File: src/rtl/wreg_track_unit.sv
// wreg_track_unit
//   Tracks pending register-file writes through the EX, MEM and WB slots and
//   compares them against the ID-stage source registers. Produces the
//   load-use stall, the registered EX forwarding selects, and the WB->ID
//   bypass flags.
//
// Ports:
//   clk, rst_n            core clock (rising edge), async active-low reset
//   id_valid              ID holds a real instruction
//   id_rs, id_rt          ID source registers
//   id_uses_rs/_rt        instruction actually reads rs / rt
//   id_wreg               destination register from the ID write-register mux
//   id_regwrite           instruction writes the register file
//   id_memread            instruction is a load
//   flush                 kill the ID instruction
//   stall                 hold PC and IF/ID (combinational)
//   fwd_a, fwd_b          EX operand selects, registered: 00 rf, 10 EX/MEM, 01 MEM/WB
//   byp_rs, byp_rt        WB writes id_rs / id_rt this cycle (combinational)
module wreg_track_unit #(
  parameter int unsigned REG_W        = 5,
  parameter int unsigned ZERO_PROTECT = 1
) (
  input  logic             clk,
  input  logic             rst_n,
  input  logic             id_valid,
  input  logic [REG_W-1:0] id_rs,
  input  logic [REG_W-1:0] id_rt,
  input  logic             id_uses_rs,
  input  logic             id_uses_rt,
  input  logic [REG_W-1:0] id_wreg,
  input  logic             id_regwrite,
  input  logic             id_memread,
  input  logic             flush,
  output logic             stall,
  output logic [1:0]       fwd_a,
  output logic [1:0]       fwd_b,
  output logic             byp_rs,
  output logic             byp_rt
);

  // Slot state. Only the EX slot needs the load flag: a load that has moved
  // on to MEM is forwarded normally, so MEM and WB never stall.
  logic             ex_v_q, ex_rw_q, ex_mr_q;
  logic [REG_W-1:0] ex_wreg_q;
  logic             mem_v_q, mem_rw_q;
  logic [REG_W-1:0] mem_wreg_q;
  logic             wb_v_q, wb_rw_q;
  logic [REG_W-1:0] wb_wreg_q;
  logic [1:0]       fwd_a_q, fwd_a_d;
  logic [1:0]       fwd_b_q, fwd_b_d;

  function automatic logic writes(input logic v, input logic rw,
                                  input logic [REG_W-1:0] wreg,
                                  input logic [REG_W-1:0] r);
    return v & rw & (wreg == r) & ((r != '0) | (ZERO_PROTECT == 0));
  endfunction

  logic ex_hit_rs, ex_hit_rt, mem_hit_rs, mem_hit_rt, wb_hit_rs, wb_hit_rt;
  logic accept;

  assign ex_hit_rs  = writes(ex_v_q, ex_rw_q, ex_wreg_q, id_rs);
  assign ex_hit_rt  = writes(ex_v_q, ex_rw_q, ex_wreg_q, id_rt);
  assign mem_hit_rs = writes(mem_v_q, mem_rw_q, mem_wreg_q, id_rs);
  assign mem_hit_rt = writes(mem_v_q, mem_rw_q, mem_wreg_q, id_rt);
  assign wb_hit_rs  = writes(wb_v_q, wb_rw_q, wb_wreg_q, id_rs);
  assign wb_hit_rt  = writes(wb_v_q, wb_rw_q, wb_wreg_q, id_rt);

  // Load in EX feeding an ID source: its data is not ready until MEM/WB.
  // Flush overrides, since the dependent instruction is being killed anyway.
  assign stall = id_valid & ~flush & ex_mr_q &
                 ((ex_hit_rs & id_uses_rs) | (ex_hit_rt & id_uses_rt));

  assign accept = id_valid & ~flush & ~stall;

  assign byp_rs = wb_hit_rs & id_uses_rs;
  assign byp_rt = wb_hit_rt & id_uses_rt;

  // Selects are computed against the slots as they are now; after the edge
  // the current EX producer sits in EX/MEM and the MEM producer in MEM/WB.
  // EX is checked first so the nearest producer wins.
  always_comb begin
    fwd_a_d = 2'b00;
    if (accept && id_uses_rs) begin
      if (ex_hit_rs)       fwd_a_d = 2'b10;
      else if (mem_hit_rs) fwd_a_d = 2'b01;
    end
  end

  always_comb begin
    fwd_b_d = 2'b00;
    if (accept && id_uses_rt) begin
      if (ex_hit_rt)       fwd_b_d = 2'b10;
      else if (mem_hit_rt) fwd_b_d = 2'b01;
    end
  end

  always_ff @(posedge clk or negedge rst_n) begin
    if (!rst_n) begin
      ex_v_q     <= 1'b0;
      ex_rw_q    <= 1'b0;
      ex_mr_q    <= 1'b0;
      ex_wreg_q  <= '0;
      mem_v_q    <= 1'b0;
      mem_rw_q   <= 1'b0;
      mem_wreg_q <= '0;
      wb_v_q     <= 1'b0;
      wb_rw_q    <= 1'b0;
      wb_wreg_q  <= '0;
      fwd_a_q    <= 2'b00;
      fwd_b_q    <= 2'b00;
    end else begin
      wb_v_q     <= mem_v_q;
      wb_rw_q    <= mem_rw_q;
      wb_wreg_q  <= mem_wreg_q;
      mem_v_q    <= ex_v_q;
      mem_rw_q   <= ex_rw_q;
      mem_wreg_q <= ex_wreg_q;
      // A rejected ID instruction leaves a bubble behind it.
      ex_v_q     <= accept;
      ex_rw_q    <= accept & id_regwrite;
      ex_mr_q    <= accept & id_memread;
      ex_wreg_q  <= id_wreg;
      fwd_a_q    <= fwd_a_d;
      fwd_b_q    <= fwd_b_d;
    end
  end

  assign fwd_a = fwd_a_q;
  assign fwd_b = fwd_b_q;

endmodule

File: config.mk
export PLATFORM = sky130hd
export DESIGN_NAME = wreg_track_unit
export DESIGN_NICKNAME = d
export VERILOG_FILES = /design/src/rtl/wreg_track_unit.sv
export SDC_FILE = /design/constraint.sdc
export NUM_CORES = 1
export LEC_CHECK = 0
export BUFFER_PORTS_ARGS = -buffer_cell sky130_fd_sc_hd__buf_2
export CORE_ASPECT_RATIO = 1.2
export CORE_UTILIZATION = 31
export CTS_CLUSTER_SIZE = 30
export DETAILED_ROUTE_END_ITERATION = 12
export SETUP_SLACK_MARGIN = 0.3
export SLEW_MARGIN = 15
export SYNTH_ARGS = -nofsm -noshare
export SYNTH_HDL_FRONTEND = slang
export SYNTH_SLANG_ARGS = --single-unit
File: constraint.sdc
create_clock -name clk -period 2.5 [get_ports clk]
set_clock_uncertainty 0.2 [all_clocks]
set_input_delay 0.25 -clock clk [delete_from_list [all_inputs] [get_ports clk]]
set_output_delay 0.25 -clock clk [all_outputs]
set_load 0.03 [all_outputs]
# After elaboration in Yosys (flattened, before gate mapping)
# Index checks and enable logic that the tools add are counted.
# totals
out_inout_bits,7
word_cells,56
ff_bits,26
# classes
n_reduce_logical,4
eq_ne,6
mux,6
bitwise_logic,28
# ops
operator,n
$eq A5 B5 Y1,6
$and A1 B1 Y1,25
$reduce_bool A5 Y1,2
$mux W2,4
$logic_and A1 B1 Y1,2
$mux W1,2
$not A1 Y1,2
$or A1 B1 Y1,1

# Longest topological paths before layout
# Gate-level depths: netlist of the first run.
# depth
word_depth,10
ltp_mapped,4

# Least setup slack after synthesis of the first run
# No wires, ideal clock.
# synth_timing
path_type,reg2out
startpoint,register wb_wreg_q[0]
endpoint,output port byp_rs
path_buffers,0
required_time_ns,2.050
slack_ns,0.449
arrival_ns,1.601
stages_incl_launch_ff,4
cell_sequence,dfrtp_1 xnor2_1 nand4_1 nor4_1
# synth_via
elab_chain_cells,4
# synth_rtl
element,line,source
from (decl),48,logic [REG_W-1:0] wb_wreg_q;
from (signal assigned),114,wb_wreg_q <= mem_wreg_q;
$eq A5 B5 Y1,55,return v & rw & (wreg == r) & ((r != '0) | (ZERO_PROTECT == 0));
$and A1 B1 Y1 (2 in a row),55,
$and A1 B1 Y1,75,assign byp_rs = wb_hit_rs & id_uses_rs;
to (decl),37,"output logic byp_rs,"
# Every way passes these cells.

# Final worst setup path of the first run
# layout_timing
startpoint,register ex_wreg_q[4]
endpoint,output port stall
# layout_via
elab_chain_cells,6
elab_cells_between_ends,10
classes_between,eq/ne (2); bitwise (8)
# layout_rtl
element,line,source
from (decl),44,logic [REG_W-1:0] ex_wreg_q;
from (signal assigned),122,ex_wreg_q <= id_wreg;
$eq A5 B5 Y1,55,
$and A1 B1 Y1 (2 in a row),55,
$and A1 B1 Y1,71,((ex_hit_rs & id_uses_rs) | (ex_hit_rt & id_uses_rt));
$or A1 B1 Y1 *,71,
$and A1 B1 Y1 *,70,assign stall = id_valid & ~flush & ex_mr_q &
to (decl),34,"output logic stall,"
# Every way passes the cells marked *; elsewhere a longest branch is shown, timed or not.

==> flow_summary.json, run 1 <==
{
  "status": "finished clean",
  "slew_headroom_pct": 62.4,
  "io_buffers": 29,
  "r2r_end": "fwd_a[0]$_DFF_PN0_",
  "path_class": "reg2out",
  "tns_ns": 0,
  "grt_util_met2_pct": 25.8,
  "yosys_warnings": 0,
  "cts_tree": "built",
  "die_h_um": 69.4,
  "post-route-min-period_ns": 2.19,
  "via_per_inst": 4.51,
  "ys_ff_latch": 26,
  "period_share_pct": 87.6,
  "vias": 865,
  "nets": 164,
  "antenna_found_initial": 0,
  "p_per_area_nw_per_um2": 528,
  "place_area_sq_um": 1390,
  "numCtsBuffers": 3,
  "ys_types": 22,
  "finalHoldViolations": 0,
  "synth_cells": 93,
  "leakage_nw": 0.710,
  "layout_common_cells": "28 x buf_2, 26 x dfrtp_1, 16 x xor2_1",
  "worst-path-max-fanout": 3,
  "place.gp.congestion": 0.772,
  "grtUsageMet3_pct": 1.12,
  "r2r_start": "ex_wreg_q[3]$_DFF_PN0_",
  "h-tree-depth": 1,
  "syn_avg_cell_area_sq_um": 12.6,
  "min_to": "ex_mr_q$_DFF_PN0_",
  "crit_arrival_ns": 1.74,
  "coreArea_sq_um": 3630,
  "drive_above_1_share_pct": 35.0,
  "drt-wirelength-per-cell_um": 13.6,
  "area_delta_synth_final_pct": 35.1,
  "busiest_layer": "met2",
  "grt_pass1_wl_um": 4380,
  "syn_area_sq_um": 1170,
  "reg2reg_slack_ns": 0.67,
  "worst_ep_required_time_ns": 2.05,
  "use_met1_pct": 18.1,
  "finalSetupViolCount": 0,
  "max_freq_ghz": 0.457,
  "maxSlewViolCount": 0,
  "fin_area_sq_um": 1590,
  "worst_ir_drop_vdd_mv": 0.163,
  "num_rows": 24,
  "cts_max_path_buffers": 2,
  "firstDrtPassIters": 4,
  "ant_nets": 0,
  "worstSetupEndpointType": "output port",
  "crit_path_start_kind": "flip-flop",
  "antenna_cells": 0,
  "synth_nets": 116,
  "gr-total-overflow": 0,
  "hp-start": "id_memread",
  "grt_util_all_layers_pct": 14.6,
  "cap_violations": 0,
  "drc": 0,
  "clk_latency_ns": 0.27,
  "io_pins": 30,
  "rsz0062_at_grt": "yes",
  "whs_path_depth": 3,
  "grt_pass1_vias": 907,
  "ys_seq_area_share_pct": 55.4,
  "n_fill_cell": 334,
  "drtIter0Drc": 16,
  "final_common_cell": "buf_2",
  "initial_core_util_pct": 32.3,
  "wl_um": 2600,
  "path_clk_slew_ns": 0.09,
  "dpl.hpwl_um": 1960,
  "hold_class": "in2reg",
  "crit_start": "ex_wreg_q[4]$_DFF_PN0_",
  "cts_sinks": 26,
  "worst_pin_slew_ns": 0.564,
  "dieWidth_um": 58.2,
  "die_area_sq_um": 4040,
  "grt_max_degree": 27,
  "cts_root_buf": "clkbuf_8",
  "reg2reg_depth": 5
}
==> cells in the mapped netlist <==
cell type   n  area, sq um
dfrtp_1    26          651
xor2_1     16          140
xnor2_1    14          123
nor4_1      6         37.5
nand2_1     3         11.3
nand4_1     3         18.8
nor3_1      3         15.0
and4_4      2         22.5
inv_1       2         7.51
nand3_1     2         10.0
nor2_1      2         7.51
nor4_2      2         25.0
o21a_1      2         15.0
o21ai_1     2         10.0
a21oi_1     1         5.00
and3b_1     1         8.76
nand2b_1    1         6.26
nand4b_1    1         8.76
nor4b_4     1         23.8
o21ba_1     1         10.0
or4_1       1         7.51
or4_4       1         11.3
==> per-layer routing <==
metal  vias to the layer above  wire length (um)
li1                        417                 -
met1                       422              1100
met2                        21              1390
met3                         5                70
met4                         0                49
met5                         -                 0
==> sequential cells by signal, summed over array words and instances, names as in the netlist <==
register	flops
mem_rw_q	1
fwd_b	2
fwd_a	2
wb_wreg_q	5
ex_wreg_q	5
mem_v_q	1
ex_rw_q	1
wb_v_q	1
ex_v_q	1
wb_rw_q	1
mem_wreg_q	5
ex_mr_q	1
==> worst max-delay path by stage <==
| stage | endpoint | slack [ns] | depth (start not counted) |
|---|---|---|---|
| final | stall | 0.31 | 5 |
| after CTS | stall | 0.32 | 5 |
| after floorplan | byp_rs | 0.45 | 3 |
| after global routing | stall | 0.26 | 5 |
| after global placement | stall | 0.32 | 6 |
| after detailed placement | stall | 0.28 | 5 |
==> power by group <==
group | switching, mW | internal (mW)
registers | 0.0153 | 0.437
logic | 0.0556 | 0.0555
clock network | 0.134 | 0.141
total | 0.205 | 0.634
==> worst max-delay path, stage by stage, from the launching register on <==
cell and delay [ns]:
dfrtp_1 0.43, xor2_1 0.17, nor4_2 0.33, and4_4 0.28, o21ba_4 0.14, buf_6 0.12
==> cells by family (layout without fill, tap and decap cells) <==
group / count (synthesis) / count (layout) / synth area share, %
AND/OR/NAND/NOR: 29 / 29 / 18.2
AO/OA/AOI/OAI: 6 / 6 / 3.41
flip-flops: 26 / 26 / 55.4
XOR/XNOR: 30 / 30 / 22.4
buffers and inverters: 2 / 49 / 0.639
==> cell type report <==
| cell class | count | area, sq um | share of cell area [%] |
|---|---|---|---|
| clock buffer | 4 | 55.1 | 3.47 |
| timing repair buffer | 43 | 274 | 17.3 |
| inverter | 2 | 7.51 | 0.473 |
| tap | 52 | 65.1 | 4.10 |
| multi-input combinational | 65 | 536 | 33.7 |
| sequential | 26 | 651 | 41.0 |
==> repair_timing <==
item	CTS	global route
buffers inserted	4	2
resized for setup	3	2
hold buffers	7	0
hold endpoints to repair	32	0
pin swaps	4	5
endpoints found under the setup margin	1	1
==> per-stage QoR <==
| step | utilization, % | cells | setup WS (ns) | power (mW) | hold WS [ns] |
|---|---|---|---|---|---|
| after global routing | 43.7 | 192 | 0.256 | 0.874 | 0.0109 |
| final | 43.7 | 192 | 0.310 | 0.839 | 0.000568 |
| after detailed placement | 38.3 | 175 | 0.281 | 0.559 | 0.0834 |
| after floorplan | - | 93 | 0.449 | 0.508 | -0.246 |
| after CTS | 43.0 | 190 | 0.318 | 0.841 | 0.00562 |
| after global placement | 38.3 | 175 | 0.323 | 0.557 | 0.0663 |
(Power assumes the default switching activity.)
==> run 2: changes to the inputs <==
--- a/config.mk
+++ b/config.mk
@@ -5,6 +5,7 @@
 export SDC_FILE = /design/constraint.sdc
 export NUM_CORES = 1
 export LEC_CHECK = 0
+export ABC_AREA = 1
 export BUFFER_PORTS_ARGS = -buffer_cell sky130_fd_sc_hd__buf_2
 export CORE_ASPECT_RATIO = 1.2
 export CORE_UTILIZATION = 31
@@ -15,3 +16,4 @@
 export SYNTH_ARGS = -nofsm -noshare
 export SYNTH_HDL_FRONTEND = slang
 export SYNTH_SLANG_ARGS = --single-unit
+export TNS_END_PERCENT = 5
==> run 2 against run 1 <==
Against the previous run: non-clock buffer count is 6 lower; final cell count is 30% higher; die area is 7.6% higher; clock power is 2% lower; register-to-register slack better by 0.28 ns; critical endpoint unchanged.
==> flow_summary.json, run 2 <==
{
  "synth_top_area_share_pct": 51.3,
  "synth_nets": 178,
  "yosysMostFrequentCell": "nand2_1",
  "worst_ir_drop_vdd_mv": 0.205,
  "synth_ff_type": "dfrtp_1",
  "drc": 0,
  "via_per_inst": 4.22,
  "cts_sinks": 26,
  "io_pins": 30,
  "crit_chain": "inv_1 -> nand2_1 -> nand2_1 -> nand2_1 -> nor2_2 -> nand3_1 -> nand2_1 -> nand2_2 -> inv_1 -> buf_2",
  "crit_path_start_kind": "flip-flop",
  "ys_seq_area_share_pct": 51.3,
  "crit_arrival_ns": 1.61,
  "min_to": "fwd_a[1]$_DFF_PN0_",
  "combinationalPowerShare_pct": 13.3,
  "cap_violations": 0,
  "slowest_delay_ns": 0.42,
  "status": "finished clean",
  "reg2reg_slack_ns": 0.95,
  "ys_top_cells_by_count": "39 x nand2_1, 27 x inv_1, 26 x dfrtp_1",
  "initial_core_util_pct": 32.2,
  "ys_ff_latch": 26,
  "maxSlewViolCount": 0,
  "die_area_sq_um": 4350,
  "path_class": "reg2out",
  "layout_common_cells": "39 x nand2_1, 29 x buf_2, 27 x inv_1",
  "cts_root_buf": "clkbuf_8",
  "syn_avg_cell_area_sq_um": 8.18,
  "n_fill_cell": 444,
  "io_buffers": 29,
  "coreArea_sq_um": 3940,
  "firstDrtPassIters": 4,
  "cp_common_cell": "nand2_1",
  "synth_area_leaders": "dfrtp_1 51%, nand2_1 12%, inv_1 8.0%",
  "slew_headroom_pct": 60.6,
  "max_freq_ghz": 0.485,
  "r2r_start": "ex_wreg_q[2]$_DFF_PN0_",
  "numCtsBuffers": 3,
  "post-route-min-period_ns": 2.06,
  "vias": 1055,
  "yosysTopAreaCell": "dfrtp_1",
  "ant_nets": 0,
  "crit_path_top_delay_cell": "dfrtp_1",
  "drtIter0Drc": 13,
  "largestRegisters": "ex_wreg_q: 5 flops, mem_wreg_q: 5 flops, wb_wreg_q: 5 flops",
  "dieWidth_um": 60.4,
  "syn_area_sq_um": 1270,
  "dpl.hpwl_um": 2200,
  "reg2reg_depth": 10,
  "sw_frac_of_total_pct": 24.5,
  "rsz0062_at_grt": "no",
  "nets": 220,
  "yosys_warnings": 0,
  "whs_path_depth": 3,
  "synth_edf_count": 0,
  "cts_max_path_buffers": 2,
  "worstSetupEndpointType": "output port",
  "hold_slack_ns": 0.0291,
  "grt_pass1_vias": 1032,
  "worst_pin_slew_ns": 0.591,
  "hp-start": "id_valid",
  "finalHoldViolations": 0,
  "synth-async-reset-ratio_pct": 100,
  "area_delta_synth_final_pct": 28.2,
  "grt_util_all_layers_pct": 14.4,
  "r2r_end": "fwd_b[0]$_DFF_PN0_",
  "die_h_um": 72.0,
  "post-cts-setup-buffers": 0,
  "path_clk_slew_ns": 0.09,
  "hold_class": "in2reg",
  "grt_max_degree": 27,
  "drt-wirelength-per-cell_um": 11.1,
  "antenna_cells": 0,
  "synth_cells": 155,
  "drive_above_1_share_pct": 21.4,
  "tns_ns": 0,
  "worst_ep_required_time_ns": 2.05,
  "antenna_found_initial": 0,
  "p_seq_share_pct": 54.4,
  "leakage_nw": 0.871,
  "num_rows": 25,
  "cts_tree": "built",
  "wl_um": 2770,
  "p_int_mw": 0.629,
  "period_share_pct": 82.5,
  "clk_latency_ns": 0.27,
  "clockPowerShare_pct": 32.2,
  "p_per_area_nw_per_um2": 513,
  "place.gp.congestion": 0.802,
  "final_common_cell": "nand2_1",
  "power_switching_mw": 0.205,
  "finalSetupViolCount": 0,
  "worst-path-max-fanout": 4,
  "gr-total-overflow": 0,
  "ys_types": 19,
  "grt_pass1_wl_um": 4490,
  "h-tree-depth": 1
}
## run 2: changes by cell type in the layout (fill, tap and decap cells not counted), moves of 4 or more
| cell | previous run | this run |
|---|---|---|
| nand2_1 | 3 | 39 |
| inv_1 | 2 | 27 |
| nor2_1 | 2 | 16 |
| xor2_1 | 16 | 6 |
| buf_4 | 7 | 0 |
| xnor2_1 | 14 | 7 |
| nor4_2 | 4 | 0 |
| o21ai_0 | 0 | 4 |
## run 2: kinds of logic after synthesis
kind of cell           share of synthesized area, %
XOR/XNOR                                       9.67
AND/OR/NAND/NOR                                25.9
flip-flops                                     51.3
AO/OA/AOI/OAI                                  4.24
buffers and inverters                          8.88
## run 2: power groups by stage
| stage | logic [mW] | registers [mW] | clock network, mW |
|---|---|---|---|
| after floorplan | 0.0558 | 0.458 | 0 |
| after global placement | 0.102 | 0.461 | 0 |
| after detailed placement | 0.102 | 0.462 | 0 |
| after CTS | 0.112 | 0.454 | 0.283 |
| after global routing | 0.127 | 0.456 | 0.299 |
| final | 0.111 | 0.454 | 0.269 |
## run 2: area by class of cell
type / instances / area [sq um] / area share (%)
Clock buffer: 4 / 55.1 / 3.39
Tap cell: 54 / 67.6 / 4.16
Inverter: 30 / 113 / 6.93
Timing Repair Buffer: 37 / 225 / 13.9
Multi-Input combinational cell: 99 / 514 / 31.6
Sequential cell: 26 / 651 / 40.0
## run 2: worst max-delay path by stage
| stage | start | to | slack [ns] |
|---|---|---|---|
| CTS | ex_wreg_q[1]$_DFF_PN0_ | stall | 0.36 |
| global route | ex_wreg_q[2]$_DFF_PN0_ | stall | 0.31 |
| floorplan | wb_wreg_q[3]$_DFF_PN0_ | byp_rs | 0.48 |
| finish | ex_wreg_q[2]$_DFF_PN0_ | stall | 0.44 |
| detailed placement | ex_wreg_q[2]$_DFF_PN0_ | stall | 0.68 |
| global placement | ex_wreg_q[2]$_DFF_PN0_ | stall | 0.69 |
## run 2: repair_timing
item,4_1_cts,5_1_grt
hold buffers,8,0
setup endpoints to repair,0,1
endpoints found under the hold margin,33,0
resized for setup,0,2
## run 2: through the flow
step / cells / utilization, % / setup WS [ns] / area, sq um / power [mW]
6_report: 250 / 41.2 / 0.438 / 1630 / 0.834
3_3_place_gp: 238 / 37.6 / 0.689 / 1480 / 0.563
3_5_place_dp: 238 / 37.6 / 0.681 / 1480 / 0.564
5_1_grt: 250 / 41.2 / 0.313 / 1630 / 0.883
4_1_cts: 250 / 41.0 / 0.360 / 1620 / 0.849
2_1_floorplan: 155 / - / 0.481 / 1270 / 0.513
## run 2: critical path: cells and delay by family (launching register included)
| kind | cells | cell delay (ns) |
|---|---|---|
| DFF | 1 | 0.42 |
| buffers and inverters | 3 | 0.32 |
| and+or+nand+nor | 7 | 0.59 |
## run 2: metal layers
layer,vias up,track usage [%],part of all wire (%)
met5,-,0,0
met4,0,6.20,2.0
met1,480,17.4,43
met3,4,3.03,4.1
li1,550,-,-
met2,21,24.4,51
==> run 3: changes to the inputs <==
==> constraint.sdc (replaced) <==
create_clock -name clk -period 1.66 [get_ports clk]
set_clock_uncertainty 0.2 [all_clocks]
set_input_delay 0.166 -clock clk [delete_from_list [all_inputs] [get_ports clk]]
set_output_delay 0.166 -clock clk [all_outputs]
set_load 0.03 [all_outputs]
==> run 3 against run 2 <==
Against the previous run: the flow now finishes with violations (setup timing); sequential share of layout area fell by 3.2 points; die area is the same; clock power increased by 95%; critical path type unchanged; largest cell class unchanged.
==> flow_summary.json, run 3 (synthesis results as in run 2) <==
{
  "layout_common_cells": "34 x nand2_1, 26 x dfrtp_1, 26 x buf_2",
  "crit_chain": "inv_1 -> nand2_1 -> nand2_1 -> nand2_1 -> nor2_2 -> nand3_2 -> nand2_2 -> nand2_2 -> inv_2 -> buf_6",
  "vias": 1125,
  "finalHoldViolations": 0,
  "gr-total-overflow": 0,
  "worstSetupEndpointType": "output port",
  "dpl.hpwl_um": 2240,
  "cap_violations": 0,
  "num_rows": 25,
  "reg2reg_slack_ns": 0,
  "initial_core_util_pct": 32.2,
  "firstDrtPassIters": 4,
  "worst-path-max-fanout": 4,
  "worst_ep_required_time_ns": 1.29,
  "p_per_area_nw_per_um2": 793,
  "io_pins": 30,
  "die_area_sq_um": 4350,
  "reg2reg_depth": 11,
  "period_share_pct": 113,
  "h-tree-depth": 1,
  "grt_pass1_wl_um": 4770,
  "leakage_nw": 0.906,
  "crit_path_start_kind": "flip-flop",
  "numCtsBuffers": 3,
  "setup_ws_ns": -0.220,
  "finalSetupViolCount": 3,
  "cts_root_buf": "clkbuf_8",
  "drc": 0,
  "ant_nets": 0,
  "r2r_start": "ex_wreg_q[4]$_DFF_PN0_",
  "slowest_delay_ns": 0.44,
  "path_clk_slew_ns": 0.09,
  "place_area_sq_um": 1520,
  "final_common_cell": "nand2_1",
  "violations": "setup timing",
  "nets": 226,
  "cp_common_cell": "nand2_1",
  "die_h_um": 72.0,
  "worst_pin_slew_ns": 0.566,
  "crit_buf_inv": 3,
  "area_delta_synth_final_pct": 39.4,
  "status": "complete, but fails checks",
  "cts_max_path_buffers": 2,
  "drt-wirelength-per-cell_um": 11.9,
  "antenna_cells": 0,
  "fin_area_sq_um": 1770,
  "min_to": "ex_rw_q$_DFF_PN0_",
  "maxSlewViolCount": 0,
  "cts_tree": "built",
  "hold_class": "in2reg",
  "io_buffers": 29,
  "numPlacedInstances": 239,
  "whs_path_depth": 4,
  "grt_max_degree": 27,
  "crit_arrival_ns": 1.51,
  "largestRegisters": "ex_wreg_q: 5 flops, mem_wreg_q: 5 flops, wb_wreg_q: 5 flops",
  "post-route-min-period_ns": 1.88,
  "drive_above_1_share_pct": 29.2,
  "dieWidth_um": 60.4,
  "slew_headroom_pct": 62.2,
  "max_freq_ghz": 0.532,
  "crit_path_top_delay_cell": "dfrtp_1",
  "drtIter0Drc": 24,
  "antenna_found_initial": 0,
  "crit_family": "simple AND/OR/NAND/NOR gates",
  "grt_pass1_vias": 1080,
  "wl_um": 3050,
  "hp-start": "flush",
  "grt_util_all_layers_pct": 15.4,
  "r2r_end": "fwd_b[0]$_DFF_PN0_",
  "cp.depth": 10,
  "place.gp.congestion": 0.806,
  "instances_no_fill": 256,
  "via_per_inst": 4.39,
  "coreArea_sq_um": 3940,
  "cts_sinks": 26,
  "worst_ir_drop_vdd_mv": 0.405,
  "clk_latency_ns": 0.27,
  "path_class": "reg2out",
  "rsz0062_at_grt": "yes"
}
-- run 3: cell count changes in the layout (fill, tap and decap cells not counted), sizes merged --
cell / delta
dlygate4sd3: +2
clkbuf: -1
buf: +4
bufinv: +1
-- run 3: worst max-delay path by stage --
| stage | slack (ns) | start | to |
|---|---|---|---|
| after global placement | -0.02 | ex_wreg_q[4]$_DFF_PN0_ | stall |
| final | -0.22 | ex_wreg_q[4]$_DFF_PN0_ | stall |
| after CTS | -0.25 | ex_wreg_q[4]$_DFF_PN0_ | stall |
| after floorplan | 0.21 | wb_wreg_q[3]$_DFF_PN0_ | byp_rs |
| after detailed placement | -0.03 | ex_wreg_q[4]$_DFF_PN0_ | stall |
| after global routing | -0.34 | ex_wreg_q[4]$_DFF_PN0_ | stall |
-- run 3: area by class of cell --
| class | instances | area, sq um |
|---|---|---|
| fillers | 413 | 2170 |
| multi-input cells | 99 | 574 |
| clock inverters | 1 | 30.0 |
| inverters | 30 | 113 |
| repair buffers | 43 | 290 |
| well taps | 54 | 67.6 |
| clock buffers | 3 | 41.3 |
| flip-flops and latches | 26 | 651 |
-- run 3: worst register-to-register path, cell delays in order, from the launching register on --
cell     delay (ns)
dfrtp_1        0.44
inv_1          0.08
nand2_1        0.05
nand2_1        0.06
nand2_1        0.07
nor2_2         0.14
nand3_2        0.11
nand2_2        0.09
nand2_2        0.05
buf_4          0.14
nand2_4        0.08
nor2_1         0.06
-- run 3: where the power goes --
group	internal (mW)	total [mW]	switching (mW)
clock network	0.323	0.525	0.202
logic	0.0850	0.194	0.109
registers	0.659	0.682	0.0231
total	1.07	1.40	0.335
-- run 3: stage by stage --
step                      setup TNS (ns)  total power, mW  utilization (%)  hold slack, ns  worst slack (ns)
after floorplan                        0            0.780                -          -0.330             0.209
after global placement           -0.0159            0.857             38.5        0.000994           -0.0159
after detailed placement         -0.0301            0.858             38.5        -0.00408           -0.0301
after CTS                         -0.531             1.40             43.8         -0.0388            -0.252
after global routing               -1.31             1.47             44.8          0.0474            -0.345
final                             -0.417             1.40             44.8          0.0204            -0.220
-- run 3: what timing repair did --
item,in CTS,in global routing
buffers inserted,2,1
pin swaps,7,10
endpoints found under the hold margin,35,0
endpoints found under the setup margin,10,10
hold buffers,10,0
gates resized for setup,7,11
-- run 3: routing by layer --
metal | wire [um] | vias to the layer above | track usage [%] | part of all wire [%]
met2 | 1680 | 22 | 26.3 | 55
met5 | 0 | - | 0 | 0
li1 | - | 570 | - | -
met3 | 74 | 7 | 1.60 | 2.4
met1 | 1210 | 526 | 18.5 | 40
met4 | 88 | 0 | 8.79 | 2.9
